`src/rtl/prol16_fetch_unit.sv`:
```
// prol16_fetch_unit: instruction prefetch stage for the Prol16 model.
// Wishbone classic-cycle read master that streams consecutive 16-bit words
// from the fetch pointer into a small FIFO of {data, pc} entries. The FIFO
// head is presented to the core over a valid/ready handshake. A flush
// empties the FIFO and redirects fetching to flush_pc.
// Optional ack watchdog: define PROL16_FETCH_TIMEOUT_EN.
module prol16_fetch_unit #(
  parameter int                ADDR_W   = 16,
  parameter int                DEPTH    = 4,
  parameter logic [ADDR_W-1:0] RESET_PC = '0,
  parameter int                TIMEOUT  = 15
) (
  input  logic              clk,
  input  logic              rst,
  input  logic              flush,
  input  logic [ADDR_W-1:0] flush_pc,
  output logic              instr_valid,
  output logic [15:0]       instr_data,
  output logic [ADDR_W-1:0] instr_pc,
  input  logic              instr_ready,
  output logic [ADDR_W-1:0] wb_adr,
  output logic [15:0]       wb_datM,
  output logic [1:0]        wb_sel,
  output logic              wb_cyc,
  output logic              wb_stb,
  output logic              wb_we,
  input  logic [15:0]       wb_datS,
  input  logic              wb_ack,
  output logic              fetch_err
);

  localparam int PTR_W = (DEPTH > 1) ? $clog2(DEPTH) : 1;
  localparam int CNT_W = $clog2(DEPTH + 1);
  localparam int TMO_W = (TIMEOUT > 1) ? $clog2(TIMEOUT + 1) : 1;

  typedef enum logic [1:0] {IDLE, FETCH, DISCARD} state_t;

  typedef struct packed {
    logic [15:0]       data;
    logic [ADDR_W-1:0] pc;
  } fifo_ent_t;

  state_t                state_q, state_d;
  logic [ADDR_W-1:0]     pc_q, pc_d;
  logic [ADDR_W-1:0]     adr_q, adr_d;
  logic                  cyc_q, cyc_d;

  fifo_ent_t [DEPTH-1:0] fifo_q;
  logic [PTR_W-1:0]      rd_ptr, wr_ptr;
  logic [CNT_W-1:0]      count;
  logic [CNT_W-1:0]      count_eff;

  logic                  pop, push;
  logic                  room_now, room_after;
  logic                  busy, tmo_hit, halted;
  logic [ADDR_W-1:0]     pc_inc;

  // Head of the FIFO drives the consumer directly from registers.
  assign instr_valid = (count != '0);
  assign instr_data  = fifo_q[rd_ptr].data;
  assign instr_pc    = fifo_q[rd_ptr].pc;

  // Flush wins over a pop in the same cycle.
  assign pop       = instr_valid & instr_ready & ~flush;
  assign count_eff = count - CNT_W'(pop);
  // room_now: a slot is free once this cycle's pop is taken into account.
  // room_after: still a slot free after also writing the word acked now.
  assign room_now   = count_eff < CNT_W'(DEPTH);
  assign room_after = count_eff < CNT_W'(DEPTH - 1);

  assign pc_inc = pc_q + ADDR_W'(1);
  assign busy   = (state_q == FETCH) || (state_q == DISCARD);

  // Read-only master: fixed write-side signals, strobe tracks cycle.
  assign wb_adr  = adr_q;
  assign wb_cyc  = cyc_q;
  assign wb_stb  = cyc_q;
  assign wb_we   = 1'b0;
  assign wb_sel  = 2'b11;
  assign wb_datM = '0;

`ifdef PROL16_FETCH_TIMEOUT_EN
  localparam bit TMO_EN = 1'b1;
  logic [TMO_W-1:0] tmo_cnt;
  logic             err_q, halt_q;

  // Ack watchdog: counts unacked bus cycles, error is sticky until reset,
  // fetching stays parked until the next flush.
  always_ff @(posedge clk or posedge rst) begin
    if (rst) begin
      tmo_cnt <= '0;
      err_q   <= 1'b0;
      halt_q  <= 1'b0;
    end else begin
      if (busy && !wb_ack && !tmo_hit) tmo_cnt <= tmo_cnt + TMO_W'(1);
      else                             tmo_cnt <= '0;
      if (tmo_hit) err_q <= 1'b1;
      if (flush)        halt_q <= 1'b0;
      else if (tmo_hit) halt_q <= 1'b1;
    end
  end

  assign halted    = halt_q;
  assign fetch_err = err_q;
`else
  localparam bit TMO_EN = 1'b0;
  logic [TMO_W-1:0] tmo_cnt;

  assign tmo_cnt   = '0;
  assign halted    = 1'b0;
  assign fetch_err = 1'b0;
`endif

  assign tmo_hit = TMO_EN && busy && !wb_ack && (tmo_cnt == TMO_W'(TIMEOUT - 1));

  // FSM state register.
  always_ff @(posedge clk or posedge rst) begin
    if (rst) state_q <= IDLE;
    else     state_q <= state_d;
  end

  // Next state, next fetch pointer and bus request; push marks a kept word.
  always_comb begin
    state_d = state_q;
    pc_d    = pc_q;
    adr_d   = adr_q;
    cyc_d   = cyc_q;
    push    = 1'b0;
    unique case (state_q)
      IDLE: begin
        if (flush) begin
          pc_d = flush_pc;
        end else if (room_now && !halted) begin
          state_d = FETCH;
          adr_d   = pc_q;
          cyc_d   = 1'b1;
        end
      end
      FETCH: begin
        if (flush) begin
          pc_d = flush_pc;
          // Acked word is dropped; the emptied FIFO lets the redirected
          // request go out immediately. Without ack the cycle must run out.
          if (wb_ack) adr_d = flush_pc;
          else        state_d = DISCARD;
        end else if (wb_ack) begin
          push = 1'b1;
          pc_d = pc_inc;
          if (room_after) begin
            adr_d = pc_inc;
          end else begin
            state_d = IDLE;
            cyc_d   = 1'b0;
          end
        end
      end
      DISCARD: begin
        if (wb_ack) begin
          if (flush) begin
            pc_d    = flush_pc;
            adr_d   = flush_pc;
            state_d = FETCH;
          end else if (room_now) begin
            adr_d   = pc_q;
            state_d = FETCH;
          end else begin
            state_d = IDLE;
            cyc_d   = 1'b0;
          end
        end else if (flush) begin
          pc_d = flush_pc;
        end
      end
      default: begin
        state_d = IDLE;
        cyc_d   = 1'b0;
      end
    endcase
    // Watchdog expiry abandons the bus cycle regardless of state.
    if (tmo_hit) begin
      state_d = IDLE;
      cyc_d   = 1'b0;
      push    = 1'b0;
    end
  end

  // Fetch pointer and registered Wishbone request.
  always_ff @(posedge clk or posedge rst) begin
    if (rst) begin
      pc_q  <= RESET_PC;
      adr_q <= RESET_PC;
      cyc_q <= 1'b0;
    end else begin
      pc_q  <= pc_d;
      adr_q <= adr_d;
      cyc_q <= cyc_d;
    end
  end

  // Prefetch FIFO: flush empties it, push and pop may coincide.
  always_ff @(posedge clk or posedge rst) begin
    if (rst) begin
      fifo_q <= '0;
      rd_ptr <= '0;
      wr_ptr <= '0;
      count  <= '0;
    end else if (flush) begin
      rd_ptr <= '0;
      wr_ptr <= '0;
      count  <= '0;
    end else begin
      if (push) begin
        fifo_q[wr_ptr] <= {wb_datS, adr_q};
        wr_ptr         <= wr_ptr + PTR_W'(1);
      end
      if (pop) rd_ptr <= rd_ptr + PTR_W'(1);
      if (push && !pop)      count <= count + CNT_W'(1);
      else if (!push && pop) count <= count - CNT_W'(1);
    end
  end

endmodule

```
`config.mk`:
```
export PLATFORM = sky130hd
export DESIGN_NAME = prol16_fetch_unit
export DESIGN_NICKNAME = d
export VERILOG_FILES = /design/src/rtl/prol16_fetch_unit.sv
export SDC_FILE = /design/constraint.sdc
export NUM_CORES = 1
export LEC_CHECK = 0
export ABC_AREA = 1
export BUFFER_PORTS_ARGS = -buffer_cell sky130_fd_sc_hd__buf_2
export CORE_MARGIN = 1.5
export CORE_UTILIZATION = 55
export DETAILED_ROUTE_END_ITERATION = 12
export PLACE_DENSITY = 0.86
export SLEW_MARGIN = 20
export SYNTH_ARGS = -nofsm -noshare
export SYNTH_HDL_FRONTEND = slang
export SYNTH_SLANG_ARGS = --single-unit
```
`constraint.sdc`:
```
create_clock -name clk -period 6.85 [get_ports clk]
set_clock_uncertainty 0.15 [all_clocks]
set_input_delay 0.685 -clock clk [delete_from_list [all_inputs] [get_ports clk]]
set_output_delay 0.685 -clock clk [all_outputs]
set_load 0.03 [all_outputs]
```
==> key figures, run 1 <==
Floorplan
  • Die W: 130 um
  • Die area: 17000 um2
  • Die height: 130 um
  • I/O Pins: 108
  • FP Rows: 46
  • Initial Util: 56.2%
  • Area of the core: 15900 um2

Setup path
  • Reg2reg path depth: 10
  • CP Launch Type: flip-flop
  • Crit Path Category: flip-flop to output port
  • CP max FO: 66
  • CP required: 6.01 ns
  • Crit path launch: rd_ptr[0]
  • Critical Path AT: 3.12 ns
  • Reg2reg start: state_q[1]
  • Element type at the critical path end: output port

Synthesis
  • Netlist Area Pre-Place: 8920 um2
  • Synthesized area per cell: 7.92 um2
  • Yosys warnings: 0
  • Number of synthesized flops with an enable pin: 0
  • Cell accounting for the most synthesized area: dfrtp_1
  • Synth area leaders: dfrtp_1 (48%), nand2_1 (11%), o21ai_1 (7.4%)
  • Unique masters post-synth: 44
  • Cells after Synth: 1127
  • Flops & latches, synth: 170
  • Seq/Total Area, Yosys: 47.7%
  • Top FF cell, synth: dfrtp_1
  • Share of the synthesized area in the top cell type: 47.7%
  • Asr flop ratio synth: 100%

Final layout
  • Share of cells above drive strength 1: 14.4%
  • Antenna cells: 0
  • Commonest non-fill, non-tap cells in the layout: nand2_1 (261), dfrtp_1 (168), o21ai_1 (132)
  • Filler Cell Count: 1359
  • Layout area overhead: 10.3%
  • Commonest non-fill, non-tap cell in the layout: nand2_1
  • Post-route cell area: 9850 um2
  • Final net count: 1220

Clock tree
  • Post-CTS Hold Fix Bufs: 0
  • Bufs on Longest Clock Path: 2
  • Clock Latency Late Sink: 0.42 ns
  • Cell chosen for the clock root: clkbuf_16
  • Sink Count: 170
  • CTS tree: built
  • Number of H-tree levels: 4
  • Resized cells post-CTS: 0
  • CTS clk-pin slew, worst paths: 0.07 ns
  • CTS Buf Count: 17
  • Postcts setup bufs: 0

Route
  • DR WL/cell: 15.3 um
  • First DRT Iteration DRCs: 624
  • Via Count: 7785
  • DR pass1 iterations: 6
  • DRC: 0
  • Drt total wl: 21.5 mm
  • Antenna Violating Nets Remaining: 0
  • Vias per cell: 5.56

Global route
  • All-layer global routing usage: 26.0%
  • Initial antenna violation count: 1
  • Pin count of the biggest net entering global routing: 92
  • Vias in the first global route: 7026
  • Overflow after GRT: 0
  • First-pass GRT wire length: 34.8 mm

Run status
  • Status: finished clean

Placed design
  • Port Buffers: 87
  • Placed cell area: 9240 um2
  • Final HPWL DP: 13.8 mm
  • Gpl congestion: 0.961

Run
  • Max-cap viol count: 0

Timing
  • Fin crit share: 57.7%
  • Unrepaired setup endpoints after global routing: false
  • Post-layout min period: 3.95 ns
  • Setup TNS: 0 ns
  • Hold Vio Cnt, Final: 0
  • Least-Margin Pin Slew: 1.08 ns
  • Maximum clock frequency: 253 MHz
  • Max-slew violation count: 0
  • # setup viols final: 0
  • Worst slew margin: 28.0%

Power
  • Leak Pwr: 4.90 nW
  • Power per cell area: 511 nW/um2
  • Max IR drop VDD: 0.000243 V

Hold path
  • HP Class: input pin to asynchronous set/reset pin
## sequential cells by signal, summed over array words and instances, names as in the netlist
register,cells
wr_ptr,2
wb_adr,16
state_q,2
pc_q,16
count,3
fifo_q,128
rd_ptr,2
wb_cyc,1
## layout make-up
class	count	area [um2]	share of cell area (%)
clock buffer	17	425	4.32
sequential	170	4260	43.2
timing repair buffer	89	454	4.61
multi-input combinational	809	3930	39.9
clock inverter	15	180	1.83
inverter	84	328	3.33
tap	216	270	2.74
## synth_stat cells (all sizes together) (6+ instances only)
| master | count |
|---|---|
| nand4 | 6 |
| o21ai | 223 |
| a22oi | 10 |
| buf | 63 |
| clkbuf | 19 |
| o22ai | 36 |
| nor2 | 135 |
| ha | 11 |
| xor2 | 9 |
| dfrtp | 170 |
| a21oi | 35 |
| inv | 84 |
| nand2 | 271 |
| nand3 | 35 |
## final timing paths
check | to | slack (ns)
setup / recovery | instr_data[7] | 2.90
hold / removal | pc_q[2] | 0.26
setup reg to reg | pc_q[3] | 3.63
hold reg to reg | count[0] | 0.33
max in group asynchronous | fifo_q[13] | 5.09
min in group clk | count[0] | 0.33
## routing by layer
metal	track usage (%)	wire length [um]	up-vias
met4	9.11	369	2
met3	4.85	1460	31
met1	35.7	9480	3671
li1	-	-	3768
met2	41.6	10100	313
met5	0	13	-
## worst max-delay path, cell delays in order, from the launching register on
cell,delay [ns]
dfrtp_2,1.07
clkinv_1,0.58
buf_4,0.44
o21ai_0,0.27
o22ai_1,0.11
buf_2,0.19
## stage by stage
| step | power [mW] | setup slack (ns) | cells | util [%] | hold WS (ns) |
|---|---|---|---|---|---|
| global placement | 3.95 | 3.53 | 1368 | 58.1 | 0.315 |
| floorplan | 3.50 | 1.41 | 1145 | - | 0.299 |
| global route | 5.39 | 2.68 | 1400 | 62.0 | 0.337 |
| CTS | 5.02 | 2.93 | 1400 | 62.0 | 0.295 |
| finish | 5.03 | 2.90 | 1400 | 62.0 | 0.256 |
| detailed placement | 4.01 | 3.41 | 1368 | 58.1 | 0.323 |
## cells by family (layout without fill, tap and decap cells)
kind of cell	after synthesis	in the layout	synth area share, %
AO/OA/AOI/OAI	314	314	19.3
XOR/XNOR	9	9	0.883
adder cells (fa/ha/maj)	12	12	1.77
buffers and inverters	166	205	9.03
flip-flops	170	170	47.7
other	2	20	0.0841
AND/OR/NAND/NOR	454	454	21.3
## power breakdown
part	switching (mW)	leakage (nW)	internal, mW
logic	1.63	2.40	0.747
clock network	0.438	0.289	0.554
registers	0.299	2.21	1.36
total	2.37	4.90	2.66
Power figures use the tool's default switching activity.
==> inputs of run 2 (changes only) <==
Settings changed: CORE_UTILIZATION 55 to 53, PLACE_DENSITY 0.86 to 0.87.
Clock period 6.85 ns to 3.4 ns, I/O delays scaled along.
==> key figures, run 2 (synthesis gave the netlist of run 1 again) <==
Run status
  • Status: finished clean

Floorplan
  • Initial Util: 54.0%
  • I/O Pins: 108
  • Die W: 133 um
  • Die height: 133 um
  • Die area: 17600 um2
  • Area of the core: 16500 um2
  • FP Rows: 47

Placed design
  • Final HPWL DP: 13.8 mm
  • Placed cell area: 9320 um2
  • Gpl congestion: 0.930
  • Port Buffers: 87
  • Cell Count Post-Placement: 1377

Route
  • First DRT Iteration DRCs: 749
  • DRC: 0
  • Drt total wl: 21.6 mm
  • Vias per cell: 5.55
  • Via Count: 7810
  • DR WL/cell: 15.4 um
  • Antenna Violating Nets Remaining: 0
  • DR pass1 iterations: 5

Clock tree
  • CTS tree: built
  • Clock Latency Late Sink: 0.43 ns
  • CTS clk-pin slew, worst paths: 0.07 ns
  • CTS Buf Count: 17
  • Postcts setup bufs: 0
  • Sink Count: 170
  • Number of H-tree levels: 4
  • Resized cells post-CTS: 0
  • Bufs on Longest Clock Path: 2
  • Cell chosen for the clock root: clkbuf_16

Setup path
  • FF-to-FF setup slack: 0.60 ns
  • Top cell family by delay on the critical path: buffers and inverters
  • Element type at the critical path end: output port
  • CP Launch Type: flip-flop
  • Crit Path Category: flip-flop to output port
  • Reg2reg path depth: 16
  • Critical Path AT: 2.42 ns
  • Crit path max-delay cell type: dfrtp_2
  • CP max FO: 60
  • CP required: 2.91 ns
  • Reg2reg start: count[0]
  • CP peak stage delay: 0.66 ns
  • Crit path cell chain: clkinv_1 > buf_12 > o21ai_0 > o22ai_1 > buf_2
  • Worst R2R End: wb_adr[2]
  • Crit path buf inv count: 3

Timing
  • # setup viols final: 0
  • Least-Margin Pin Slew: 0.850 ns
  • Fin crit share: 85.7%
  • Worst slew margin: 43.2%
  • Post-layout min period: 2.91 ns
  • Max-slew violation count: 0
  • Hold Vio Cnt, Final: 0
  • Setup TNS: 0 ns
  • Maximum clock frequency: 343 MHz
  • Unrepaired setup endpoints after global routing: false

Final layout
  • Share of cells above drive strength 1: 14.1%
  • Antenna cells: 0
  • Final net count: 1226
  • Commonest non-fill, non-tap cell in the layout: nand2_1
  • Post-route cell area: 9840 um2
  • Filler Cell Count: 1415
  • Largest Register: fifo_q
  • Layout area overhead: 10.3%
  • Number of flip-flops in the largest register: 128
  • Non-filler instance count after layout: 1408
  • Commonest non-fill, non-tap cells in the layout: nand2_1 (261), dfrtp_1 (169), o21ai_1 (132)

Power
  • Power per cell area: 1010 nW/um2
  • Max IR drop VDD: 0.000733 V
  • Leak Pwr: 4.90 nW

Global route
  • All-layer global routing usage: 25.5%
  • Initial antenna violation count: 0
  • First-pass GRT wire length: 36.1 mm
  • Overflow after GRT: 0
  • Pin count of the biggest net entering global routing: 84
  • Vias in the first global route: 7304

Hold path
  • Hold path start: flush_pc[2]
  • Hold EP: pc_q[2]
  • HP Class: input pin to flip-flop
  • Hold-critical path depth: 3

Run
  • Max-cap viol count: 0
## run 2: repair_timing
action	CTS	global route
hold endpoints to repair	33	0
hold buffers	1	0
endpoints found under the setup margin	0	0
## run 2: per-stage QoR
stage / hold slack, ns / util, % / setup slack [ns] / power, mW
6_report: 0.0416 / 59.6 / 0.487 / 9.95
5_1_grt: 0.0442 / 59.6 / 0.380 / 10.7
4_1_cts: 0.0317 / 59.6 / 0.521 / 9.93
3_5_place_dp: 0.323 / 56.4 / 0.637 / 8.12
3_3_place_gp: 0.313 / 56.4 / 0.698 / 7.96
2_1_floorplan: 0.299 / - / 0.741 / 7.06
## run 2: area by class of cell
cell class,instances,area [um2],share of cell area [%]
inverter,84,327,3.32
sequential,170,4260,43.2
clock inverter,8,65.1,0.661
clock buffer,22,454,4.61
timing repair buffer,95,536,5.44
multi-input combinational,809,3930,39.9
tap,220,275,2.80
## run 2: metal layers
metal | wire length (um) | up-vias | GRT usage (%)
li1 | - | 3780 | -
met1 | 9510 | 3670 | 34.8
met2 | 10100 | 333 | 41.1
met3 | 1760 | 27 | 6.13
met4 | 233 | 0 | 6.35
met5 | 0 | - | 0
## run 2: report_power, final
part           internal [mW]  switching, mW
sequential              2.74          0.545
clock                  0.956          0.809
combinational           1.53           3.37
total                   5.23           4.72
## run 2: tightest hold or removal path: cells and delay by family
family,cells,cell delay (ns)
buffers and inverters,1,0.11
and+or+nand+nor,1,0.06
AOI/OAI and AO/OA,1,0.08
## run 2: how the worst max path moves through the flow
stage / cells after the start / startpoint / slack (ns) / to
6_report: 5 / rd_ptr[0] / 0.49 / instr_pc[6]
3_5_place_dp: 16 / count[0] / 0.64 / wb_adr[2]
4_1_cts: 5 / rd_ptr[0] / 0.52 / instr_pc[6]
5_1_grt: 5 / rd_ptr[0] / 0.38 / instr_pc[6]
2_1_floorplan: 1 / rst / 0.74 / count[0]
3_3_place_gp: 16 / count[0] / 0.70 / wb_adr[7]
==> inputs of run 3 (changes only) <==
Settings changed: CORE_UTILIZATION 53 to 55, CTS_BUF_LIST set to sky130_fd_sc_hd__clkbuf_8, PLACE_DENSITY 0.87 to 0.79.
==> key figures, run 3 (synthesis gave the netlist of run 1 again) <==
Run status
  • Status: finished clean

Global route
  • Pin count of the biggest net entering global routing: 81
  • All-layer global routing usage: 25.8%
  • Vias in the first global route: 7100
  • First-pass GRT wire length: 34.6 mm
  • Overflow after GRT: 0
  • Initial antenna violation count: 0

Setup path
  • Crit path max-delay cell type: dfrtp_1
  • Crit path cell chain: inv_1 > nand3_1 > nand2_1 > nor2_1 > ha_1 > ha_1 > inv_1 > nand2_1 > nand2_2 > o21ai_2 > nand2_2 > nand2_4 > inv_6 > nand2_1 > nor2_1 > a21oi_1
  • Element type at the critical path end: flip-flop
  • Critical Path AT: 3.04 ns
  • Worst R2R End: wb_adr[2]
  • CP dominant cell by count: nand2_1
  • FF-to-FF setup slack: 0.56 ns
  • Reg2reg path depth: 16
  • CP peak stage delay: 0.39 ns
  • Top cell family by delay on the critical path: simple AND/OR/NAND/NOR gates
  • Crit Path Category: flip-flop to flip-flop
  • CP required: 3.60 ns
  • Crit path buf inv count: 3
  • Reg2reg start: count[0]
  • CP max FO: 17
  • CP Launch Type: flip-flop

Run
  • Max-cap viol count: 0

Timing
  • # setup viols final: 0
  • Max-slew violation count: 0
  • Maximum clock frequency: 352 MHz
  • Hold WS: 0.0126 ns
  • Unrepaired setup endpoints after global routing: false
  • Setup TNS: 0 ns
  • Post-layout min period: 2.84 ns
  • Fin crit share: 83.7%
  • Hold Vio Cnt, Final: 0
  • Least-Margin Pin Slew: 0.795 ns
  • Worst slew margin: 46.9%

Final layout
  • Antenna cells: 0
  • Share of cells above drive strength 1: 14.8%
  • Commonest non-fill, non-tap cell in the layout: nand2_1
  • Final net count: 1228
  • Largest Register: fifo_q
  • Layout area overhead: 9.35%
  • Number of flip-flops in the largest register: 128
  • Filler Cell Count: 1396
  • Commonest non-fill, non-tap cells in the layout: nand2_1 (261), dfrtp_1 (169), o21ai_1 (132)

Power
  • Leak Pwr: 4.87 nW
  • Int Pwr: 4.99 mW
  • Clock share of power: 15.9%
  • P_sw: 4.69 mW
  • Power per cell area: 991 nW/um2
  • Register share of total power: 33.5%
  • Switching part of the total: 48.5%
  • Combinational power share: 50.6%
  • Max IR drop VDD: 0.000586 V
  • Final Total Pwr: 9.67 mW

Route
  • DR WL/cell: 14.8 um
  • DR pass1 iterations: 5
  • Via Count: 7663
  • Vias per cell: 5.44
  • Antenna Violating Nets Remaining: 0
  • First DRT Iteration DRCs: 597
  • DRC: 0
  • Drt total wl: 20.8 mm

Clock tree
  • Post-CTS Hold Fix Bufs: 1
  • Postcts setup bufs: 0
  • CTS tree: built
  • Sink Count: 170
  • Cell chosen for the clock root: clkbuf_8
  • CTS Buf Count: 17
  • Resized cells post-CTS: 0
  • CTS clk-pin slew, worst paths: 0.10 ns
  • Bufs on Longest Clock Path: 2
  • Clock Latency Late Sink: 0.46 ns
  • Number of H-tree levels: 4

Floorplan
  • I/O Pins: 108
  • Initial Util: 56.2%
  • Die area: 17000 um2
  • FP Rows: 46
  • Die height: 130 um
  • Area of the core: 15900 um2
  • Die W: 130 um

Hold path
  • Hold-critical path depth: 3
  • Hold path start: flush_pc[2]
  • HP Class: input pin to flip-flop
  • Hold EP: pc_q[2]

Placed design
  • Gpl congestion: 0.915
  • Final HPWL DP: 13.6 mm
  • Port Buffers: 87
-- run 3: cell count changes in the layout (fill, tap and decap cells not counted), sizes merged --
cell | before | now
buf | 94 | 96
bufinv | 0 | 2
clkbuf | 22 | 18
clkinv | 4 | 3
inv | 86 | 91
-- run 3: worst max path at each step --
stage,start,end,cells past startpoint
2_1_floorplan,rst,count[0],1
3_3_place_gp,count[0],wb_adr[2],16
3_5_place_dp,count[0],wb_adr[6],16
4_1_cts,count[0],wb_adr[2],16
5_1_grt,count[0],wb_adr[2],16
6_report,count[0],wb_adr[2],16
-- run 3: power groups by stage --
| stage | registers [mW] | logic, mW | clock network [mW] |
|---|---|---|---|
| 2_1_floorplan | 3.32 | 3.74 | 0 |
| 3_3_place_gp | 3.24 | 4.75 | 0 |
| 6_report | 3.24 | 4.90 | 1.54 |
| 5_1_grt | 3.33 | 5.47 | 1.64 |
| 4_1_cts | 3.23 | 4.90 | 1.55 |
| 3_5_place_dp | 3.26 | 4.87 | 0 |
-- run 3: per-stage QoR --
stage                     worst slack, ns  instance area (um2)  utilization [%]  cells
after global routing                0.285                 9760             61.4   1408
final                               0.555                 9760             61.4   1408
after detailed placement            0.621                 9330             58.7   1375
after CTS                           0.550                 9760             61.4   1408
after floorplan                     0.741                 9000                -   1145
after global placement              0.669                 9330             58.7   1375
-- run 3: area by class of cell --
type	count	area, um2	area share [%]
timing repair buffer	97	551	5.64
multi-input combinational	809	3930	40.3
clock inverter	14	176	1.81
clock buffer	18	248	2.54
inverter	84	327	3.35
sequential	170	4260	43.6
tap	216	270	2.77
-- run 3: metal layers --
layer,global-route usage (%),share of wire [%]
met1,35.8,46
met4,8.27,1.9
met3,4.23,6.2
met5,0,0
met2,41.6,46
-- run 3: worst min-delay path, cell delays in order --
cell and delay (ns):
buf_2 0.12, nand2_1 0.06, a31oi_1 0.08
